--- config.mk ---
export PLATFORM = sky130hd
export DESIGN_NAME = handshake_arbiter
export DESIGN_NICKNAME = d
export VERILOG_FILES = /design/src/rtl/handshake_arbiter.sv
export SDC_FILE = /design/constraint.sdc
export NUM_CORES = 1
export LEC_CHECK = 0
export ABC_AREA = 1
export CORE_MARGIN = 1
export CORE_UTILIZATION = 48
export DETAILED_ROUTE_END_ITERATION = 12
export PLACE_DENSITY_LB_ADDON = 0.1
export SLEW_MARGIN = 15
export SYNTH_ARGS = -nofsm -noshare
export SYNTH_HDL_FRONTEND = slang
export SYNTH_SLANG_ARGS = --single-unit
--- constraint.sdc ---
create_clock -name clock -period 1.6 [get_ports clock]
set_input_delay 0.24 -clock clock [delete_from_list [all_inputs] [get_ports clock]]
set_output_delay 0.24 -clock clock [all_outputs]
set_load 0.01 [all_outputs]
--- src/rtl/handshake_arbiter.sv ---
// Round-robin arbiter that shares one handshake trigger channel among N local requesters,
// queuing one transfer per requester and reporting completion, timeout and dropped requests.
module handshake_arbiter #(
    parameter int N              = 4,
    parameter int TIMEOUT_CYCLES = 255
) (
    input  logic         clock,
    input  logic         reset,
    input  logic [N-1:0] request,
    input  logic         hs_busy,
    output logic         hs_trigger,
    output logic [N-1:0] grant,
    output logic [N-1:0] pending,
    output logic [N-1:0] done,
    output logic [N-1:0] timeout,
    output logic [N-1:0] dropped,
    output logic         active
);
    localparam int IDX_W = $clog2(N);
    localparam int TMR_W = $clog2(TIMEOUT_CYCLES + 1);
    localparam logic [IDX_W-1:0] LAST_INIT = IDX_W'(N - 1);
    localparam logic [TMR_W-1:0] TMR_LIMIT = TMR_W'(TIMEOUT_CYCLES - 1);

    typedef enum logic [1:0] {IDLE, WAIT_HI, WAIT_LO} state_t;

    state_t           state_reg;
    logic [TMR_W-1:0] timer_reg;
    logic [IDX_W-1:0] last_reg;
    logic [N-1:0]     grant_reg;
    logic [N-1:0]     pending_reg;
    logic [N-1:0]     done_reg;
    logic [N-1:0]     timeout_reg;
    logic [N-1:0]     dropped_reg;
    logic             hs_trigger_reg;
    logic             active_reg;

    logic [IDX_W-1:0] cand_idx [N];
    logic             win_found;
    logic [IDX_W-1:0] win_idx;
    logic [N-1:0]     win_onehot;
    logic             grant_now;
    logic [N-1:0]     clear_vec;
    logic [N-1:0]     pending_next;
    logic [N-1:0]     dropped_next;
    logic             timer_expired;

    // Search order starts just after the last owner and wraps around.
    for (genvar gi = 0; gi < N; gi++) begin : g_cand
        assign cand_idx[gi] = IDX_W'((int'(last_reg) + 1 + gi) % N);
    end

    always_comb begin
        win_found  = 1'b0;
        win_idx    = '0;
        for (int i = 0; i < N; i++) begin
            if (!win_found && pending_reg[cand_idx[i]]) begin
                win_found = 1'b1;
                win_idx   = cand_idx[i];
            end
        end
        win_onehot          = '0;
        win_onehot[win_idx] = win_found;
    end

    assign grant_now     = (state_reg == IDLE) && win_found && !hs_busy;
    assign clear_vec     = grant_now ? win_onehot : '0;
    // A request landing on the edge that grants the same requester re-queues it instead of dropping.
    assign pending_next  = (pending_reg & ~clear_vec) | request;
    assign dropped_next  = request & pending_reg & ~clear_vec;
    assign timer_expired = (timer_reg == TMR_LIMIT);

    always_ff @(posedge clock) begin
        if (reset) begin
            state_reg      <= IDLE;
            timer_reg      <= '0;
            last_reg       <= LAST_INIT;
            grant_reg      <= '0;
            pending_reg    <= '0;
            done_reg       <= '0;
            timeout_reg    <= '0;
            dropped_reg    <= '0;
            hs_trigger_reg <= 1'b0;
            active_reg     <= 1'b0;
        end else begin
            pending_reg    <= pending_next;
            dropped_reg    <= dropped_next;
            done_reg       <= '0;
            timeout_reg    <= '0;
            hs_trigger_reg <= 1'b0;
            case (state_reg)
                IDLE: begin
                    if (grant_now) begin
                        grant_reg      <= win_onehot;
                        hs_trigger_reg <= 1'b1;
                        last_reg       <= win_idx;
                        timer_reg      <= '0;
                        state_reg      <= WAIT_HI;
                        active_reg     <= 1'b1;
                    end
                end
                WAIT_HI: begin
                    if (hs_busy) begin
                        timer_reg <= '0;
                        state_reg <= WAIT_LO;
                    end else if (timer_expired) begin
                        timeout_reg <= grant_reg;
                        grant_reg   <= '0;
                        state_reg   <= IDLE;
                        active_reg  <= 1'b0;
                    end else begin
                        timer_reg <= timer_reg + TMR_W'(1);
                    end
                end
                WAIT_LO: begin
                    if (!hs_busy) begin
                        done_reg   <= grant_reg;
                        grant_reg  <= '0;
                        state_reg  <= IDLE;
                        active_reg <= 1'b0;
                    end else if (timer_expired) begin
                        timeout_reg <= grant_reg;
                        grant_reg   <= '0;
                        state_reg   <= IDLE;
                        active_reg  <= 1'b0;
                    end else begin
                        timer_reg <= timer_reg + TMR_W'(1);
                    end
                end
                default: begin
                    grant_reg  <= '0;
                    state_reg  <= IDLE;
                    active_reg <= 1'b0;
                end
            endcase
        end
    end

    assign hs_trigger = hs_trigger_reg;
    assign grant      = grant_reg;
    assign pending    = pending_reg;
    assign done       = done_reg;
    assign timeout    = timeout_reg;
    assign dropped    = dropped_reg;
    assign active     = active_reg;

endmodule

# ---- Word level (Yosys, flattened, before mapping)
# Index checks and enable logic that the tools add are counted.
# W data, S select, Z words.
dict set report word_totals {
  wordCells 96
  regBits 34
  output_inout_bits 22
}
dict set report op_classes {
  magnitude_cmp 6
  n_bitwise 8
  add_sub_neg 5
  n_eq_ne 6
  n_mux 44
  n_reduce_logical 17
}
# cell count
set ops {}
lappend ops {{$mux W4} 8}
lappend ops {{$mux W8} 4}
lappend ops {{$pmux W8 S3} 1}
lappend ops {{$and A4 B4 Y4} 4}
lappend ops {{$mux W2} 8}
lappend ops {{$lt A2 B3 Y1 const B} 5}
lappend ops {{$mux W1} 14}
lappend ops {{$pmux W4 S3} 1}
lappend ops {{$add A8 B1 Y8 const B} 1}
lappend ops {{$bmux W1 S2} 4}
lappend ops {{$eq A8 B8 Y1 const B} 1}
lappend ops {{$pmux W4 S2} 1}
lappend ops {{$add A2 B2 Y2 const B} 3}
lappend ops {{$logic_and A1 B1 Y1} 6}
lappend ops {{$ne A2 B2 Y1 const B} 3}
lappend ops {{$pmux W2 S3} 1}
lappend ops {{$logic_not A1 Y1} 4}
lappend ops {{$not A4 Y4} 1}
lappend ops {{$or A4 B4 Y4} 1}
lappend ops {{$reduce_and A2 Y1} 2}
lappend ops {{$pmux W1 S3} 1}
lappend ops {{$reduce_and A3 Y1} 1}
lappend ops {{$reduce_bool A3 Y1} 1}
lappend ops {{$reduce_or A3 Y1} 1}
lappend ops {{other kinds (8)} 9}

# ---- Logic depth before layout (Yosys ltp)
dict set report logic_depth {
  ltp_word 22
  ltp_mapped 14
  mapped_depth_nobuf 13
}

# ---- Worst setup path before layout
# Ideal clock, no wire load.
dict set report synth_path {
  kind {flip-flop to flip-flop}
  start {reg state_reg[0]}
  end {reg timer_reg[0]}
  required_time_ns 1.486
  path_stages_with_launch 11
  period_less_slack_ns 1.769
  slack_ns -0.169
  arrival_time_ns 1.655
  setup_ns 0.114
  path_cell_list {dfxtp_1 > inv_1 > ha_1 > inv_1 > nor2_1 > nand2_8 > nand2_8 > nand2_8 > nor2_8 > xor2_2 > nor2_2}
}
dict set report synth_via {
  elab_chain_len 5
  word_cells_on_any_way 10
  cone_classes {eq/ne: 4; mux: 1; reduce/logical: 5}
}
# item line
set synth_lines {}
lappend synth_lines {{start, declared} 26} ;# state_t state_reg;
lappend synth_lines {{start signal, assigned} 74} ;# state_reg <= IDLE;
lappend synth_lines {{start signal, assigned} 97} ;# state_reg <= WAIT_HI;
lappend synth_lines {{start signal, assigned} 104} ;# state_reg <= WAIT_LO;
lappend synth_lines {{$logic_not A2 Y1} {65, 90}}
lappend synth_lines {{$logic_and A1 B1 Y1 (2 in a row)} 65} ;# assign grant_now = (state_reg == IDLE) && win_found && !hs_busy;
lappend synth_lines {{$ne A2 B2 Y1 (no source line)} --}
lappend synth_lines {{$reduce_and A3 Y1 (no source line)} --}
lappend synth_lines {{end signal, assigned} 111} ;# timer_reg <= timer_reg + TMR_W'(1);
lappend synth_lines {{end signal, assigned} 126} ;# timer_reg <= timer_reg + TMR_W'(1);
lappend synth_lines {{end, declared} 27} ;# logic [TMR_W-1:0] timer_reg;
# Parallel ways exist; a longest one is shown, timed or not.
# A chain may end at the register's enable or synchronous reset.

# ---- Final worst setup path
dict set report layout_path {
  start {reg last_reg[0]}
  end {reg grant_reg[2] (netlist: grant[2])}
}
dict set report layout_via {
  elab_chain_len 20
  word_cells_on_any_way 38
  cone_classes {add/sub: 4; order compare: 2; eq/ne: 1; mux: 20; bitwise: 1; reduce/logical: 10}
}
# item line
set layout_lines {}
lappend layout_lines {{start, declared} 28} ;# logic [IDX_W-1:0] last_reg;
lappend layout_lines {{start signal, assigned} 95} ;# last_reg <= win_idx;
lappend layout_lines {{$add A2 B1 Y2 (*)} 49} ;# assign cand_idx[gi] = IDX_W'((int'(last_reg) + 1 + gi) % N);
lappend layout_lines {{branches (longest 19 deep; another with $lt A2 B3 Y1)} --}
lappend layout_lines {{end signal, assigned} 93} ;# grant_reg <= win_onehot;
lappend layout_lines {{end, declared} 29} ;# logic [N-1:0] grant_reg;
# Every way passes the cells marked *. The select of a mux whose other input is x is not followed.

==> impl_metrics.yaml <==
place:
  io_buffers: 28
  gp_congestion: 0.863
  hpwl_mm: 3.26
global_routing:
  grt_pass1_wl_mm: 7.45
  grt_max_degree: 17
  grt_usage: 0.232
  grt.overflow.total: 0
  grt_pass1_vias: 1721
  antenna_found_initial: 0
yosys:
  synth_area_per_cell_um2: 7.20
  yosys-top-cells-area: "dfxtp_1 (36%), nand2_1 (15%), inv_1 (6.6%), nand3_1 (4.8%), a21oi_1 (4.0%)"
  ys_ff_latch: 34
  synthDistinctLibCells: 34
  yosys_warnings: 0
  async_flop_share: 0
  synth_cells: 260
  synth-edff-count: 0
  mappedNetlistArea_mm2: 0.00187
  synth_flop_cell: "dfxtp_1"
  synth_fp_nets: 273
  synth_top_cell_by_area: "dfxtp_1"
  synth_top_area_share: 0.363
  seq_area_frac_synth: 0.363
die:
  initial_core_util: 0.508
  die_x_um: 64.5
  fp.coreArea_mm2: 0.00369
  die_area_mm2: 0.00416
  fp.dieH_um: 64.5
  rows: 22
  io_pins: 29
setup_path:
  crit_fanout: 6
  crit_arrival_ns: 1.93
  required_ns: 1.82
  cp_common_cell: "nand2_2"
  worst_setup_path_start_kind: "register"
  worst-path-buf-inv: 2
  critPathTopFamily: "simple AND/OR/NAND/NOR gates"
  startpoint: "last_reg[0]"
  cpPeakStageDelay_ns: 0.38
  worstSetupEndpointType: "register"
  critPathSlowestCell: "dfxtp_4"
  cp_cell_sequence: "buf_6 > nand2_2 > nand2_2 > nand2_2 > nand2_2 > inv_1 > nand3_1 > nand2_2 > nand2_1 > o21ai_1 > nand2_1 > a21oi_1"
  reg2reg_from: "last_reg[0]"
  critPathKind: "reg -> reg"
sta:
  fin_crit_sh: 1.07
  rsz0062_at_grt: "yes"
  relSlewSlack: 0.726
  worst_slew_pin_slew_ns: 0.409
  setup_ws_ns: -0.113
  drv_slew: 0
  clock_skew_ns: 0.00797
  maxClockFrequency_ghz: 0.584
  hold_viol: 0
  fin_crit_ns: 1.71
  setup_viol: 22
  hold_ws_ns: 0.501
final_layout:
  diodes: 0
  seqCellArea_um2: 692
  multi_input_area_mm2: 0.00118
  fillers: 295
  drive_gt1_frac: 0.350
  mostFrequentLayoutCells: "nand2_1 (52), buf_4 (32), inv_1 (31)"
  layout_commonest_cell: "nand2_1"
  largest_reg_flops: 8
  final_nets: 341
  syn2layout_area_growth_pct: 47.2
cts:
  clockBufferDepth: 2
  clk_pin_slew_worst_paths_ns: 0.08
  tritoncts: "yes"
  cts.sinks: 34
  cts_max_level: 2
  clockRootBuffer: "clkbuf_8"
  clock_latency_ns: 0.28
  cts_made_buffers: 5
detailed_routing:
  viasPerCell: 4.97
  ant_nets: 0
  vias: 1874
  post-route-drc-count: 0
  drt-initial-drc-count: 85
  wl_mm: 4.80
  routedWlPerCell_um: 12.7
  first_pass_iters: 4
power_and_ir_drop:
  ir_drop_mv: 0.961
  power_mw: 4.68
  p_leak_nw: 1.16
  p_per_area_mw_per_mm2: 1700
worst_hold_path:
  hp-start: "grant[3]"
  hold_path.class: "reg -> reg"
run_status:
  violations: "setup timing"
  status: "finished, violations left"
run:
  cap_violations: 0
[worst paths after layout]
kind | end | slack (ns) | depth (start not counted)
max | grant[2] | -0.11 | 12
min | done[3] | 0.50 | 2
max reg2reg | grant[2] | -0.11 | 12
min reg2reg | done[3] | 0.50 | 2
[Yosys cell counts (3+ instances only)]
cell type,n
inv_1,33
ha_1,6
a21oi_1,15
dfxtp_1,34
o21ai_0,12
nand2_2,5
o21ai_1,3
nor3_1,10
nand2_8,3
nor2_1,16
nand2_1,76
nand3_1,18
[cell families after synthesis]
kind of cell / after synthesis / synth area share
AOI/OAI and AO/OA: 38 / 0.112
xor gates and xnor gates: 3 / 0.0180
adders and majority gates: 6 / 0.0401
buffers and inverters: 40 / 0.0895
DFF: 34 / 0.363
and+or+nand+nor: 139 / 0.377
[metrics by stage]
| stage | utilization | area [µm²] | TNS [ns] | std cells | setup WS, ns |
|---|---|---|---|---|---|
| 2_1_floorplan | - | 1880 | 0 | 260 | 0.00613 |
| 6_report | 0.748 | 2760 | -1.27 | 377 | -0.113 |
| 3_5_place_dp | 0.654 | 2410 | -1.72 | 359 | -0.140 |
| 5_1_grt | 0.748 | 2760 | -3.54 | 377 | -0.262 |
| 4_1_cts | 0.707 | 2610 | -0.503 | 371 | -0.0561 |
| 3_3_place_gp | 0.654 | 2410 | -1.27 | 359 | -0.123 |
[report_power, final]
part,switching [mW],internal [mW]
clock network,0.321,0.463
logic,1.59,1.18
registers,0.135,0.995
total,2.04,2.64
[metal layers]
metal / vias up / track usage / part of all wire / routed length, µm
met5: - / 0 / 0 / 0
met4: 0 / 0.0528 / 0.0090 / 43
met3: 4 / 0.0528 / 0.024 / 117
met2: 19 / 0.418 / 0.53 / 2550
met1: 889 / 0.278 / 0.43 / 2090
li1: 962 / - / - / -
[worst register-to-register path, delay by kind of cell, from the launching register on]
kind | cells | cell delay [ns]
AO/OA/AOI/OAI | 2 | 0.27
buffers and inverters | 2 | 0.22
flip-flops | 1 | 0.38
AND/OR/NAND/NOR | 8 | 0.79
[cell type report]
| cell class | count | area share |
|---|---|---|
| Clock buffer | 5 | 0.0250 |
| Clock inverter | 3 | 0.0163 |
| Inverter | 37 | 0.0558 |
| Multi-Input combinational cell | 187 | 0.429 |
| Sequential cell | 34 | 0.251 |
| Tap cell | 48 | 0.0218 |
| Timing Repair Buffer | 63 | 0.201 |
[what timing repair did]
action,in CTS,in global routing
setup buffers,4,6
endpoints found under the setup margin,25,27
cloned,1,0
pin swaps,10,10
hold buffers,0,0
gates resized for setup,23,41
Power figures use the tool's default switching activity.
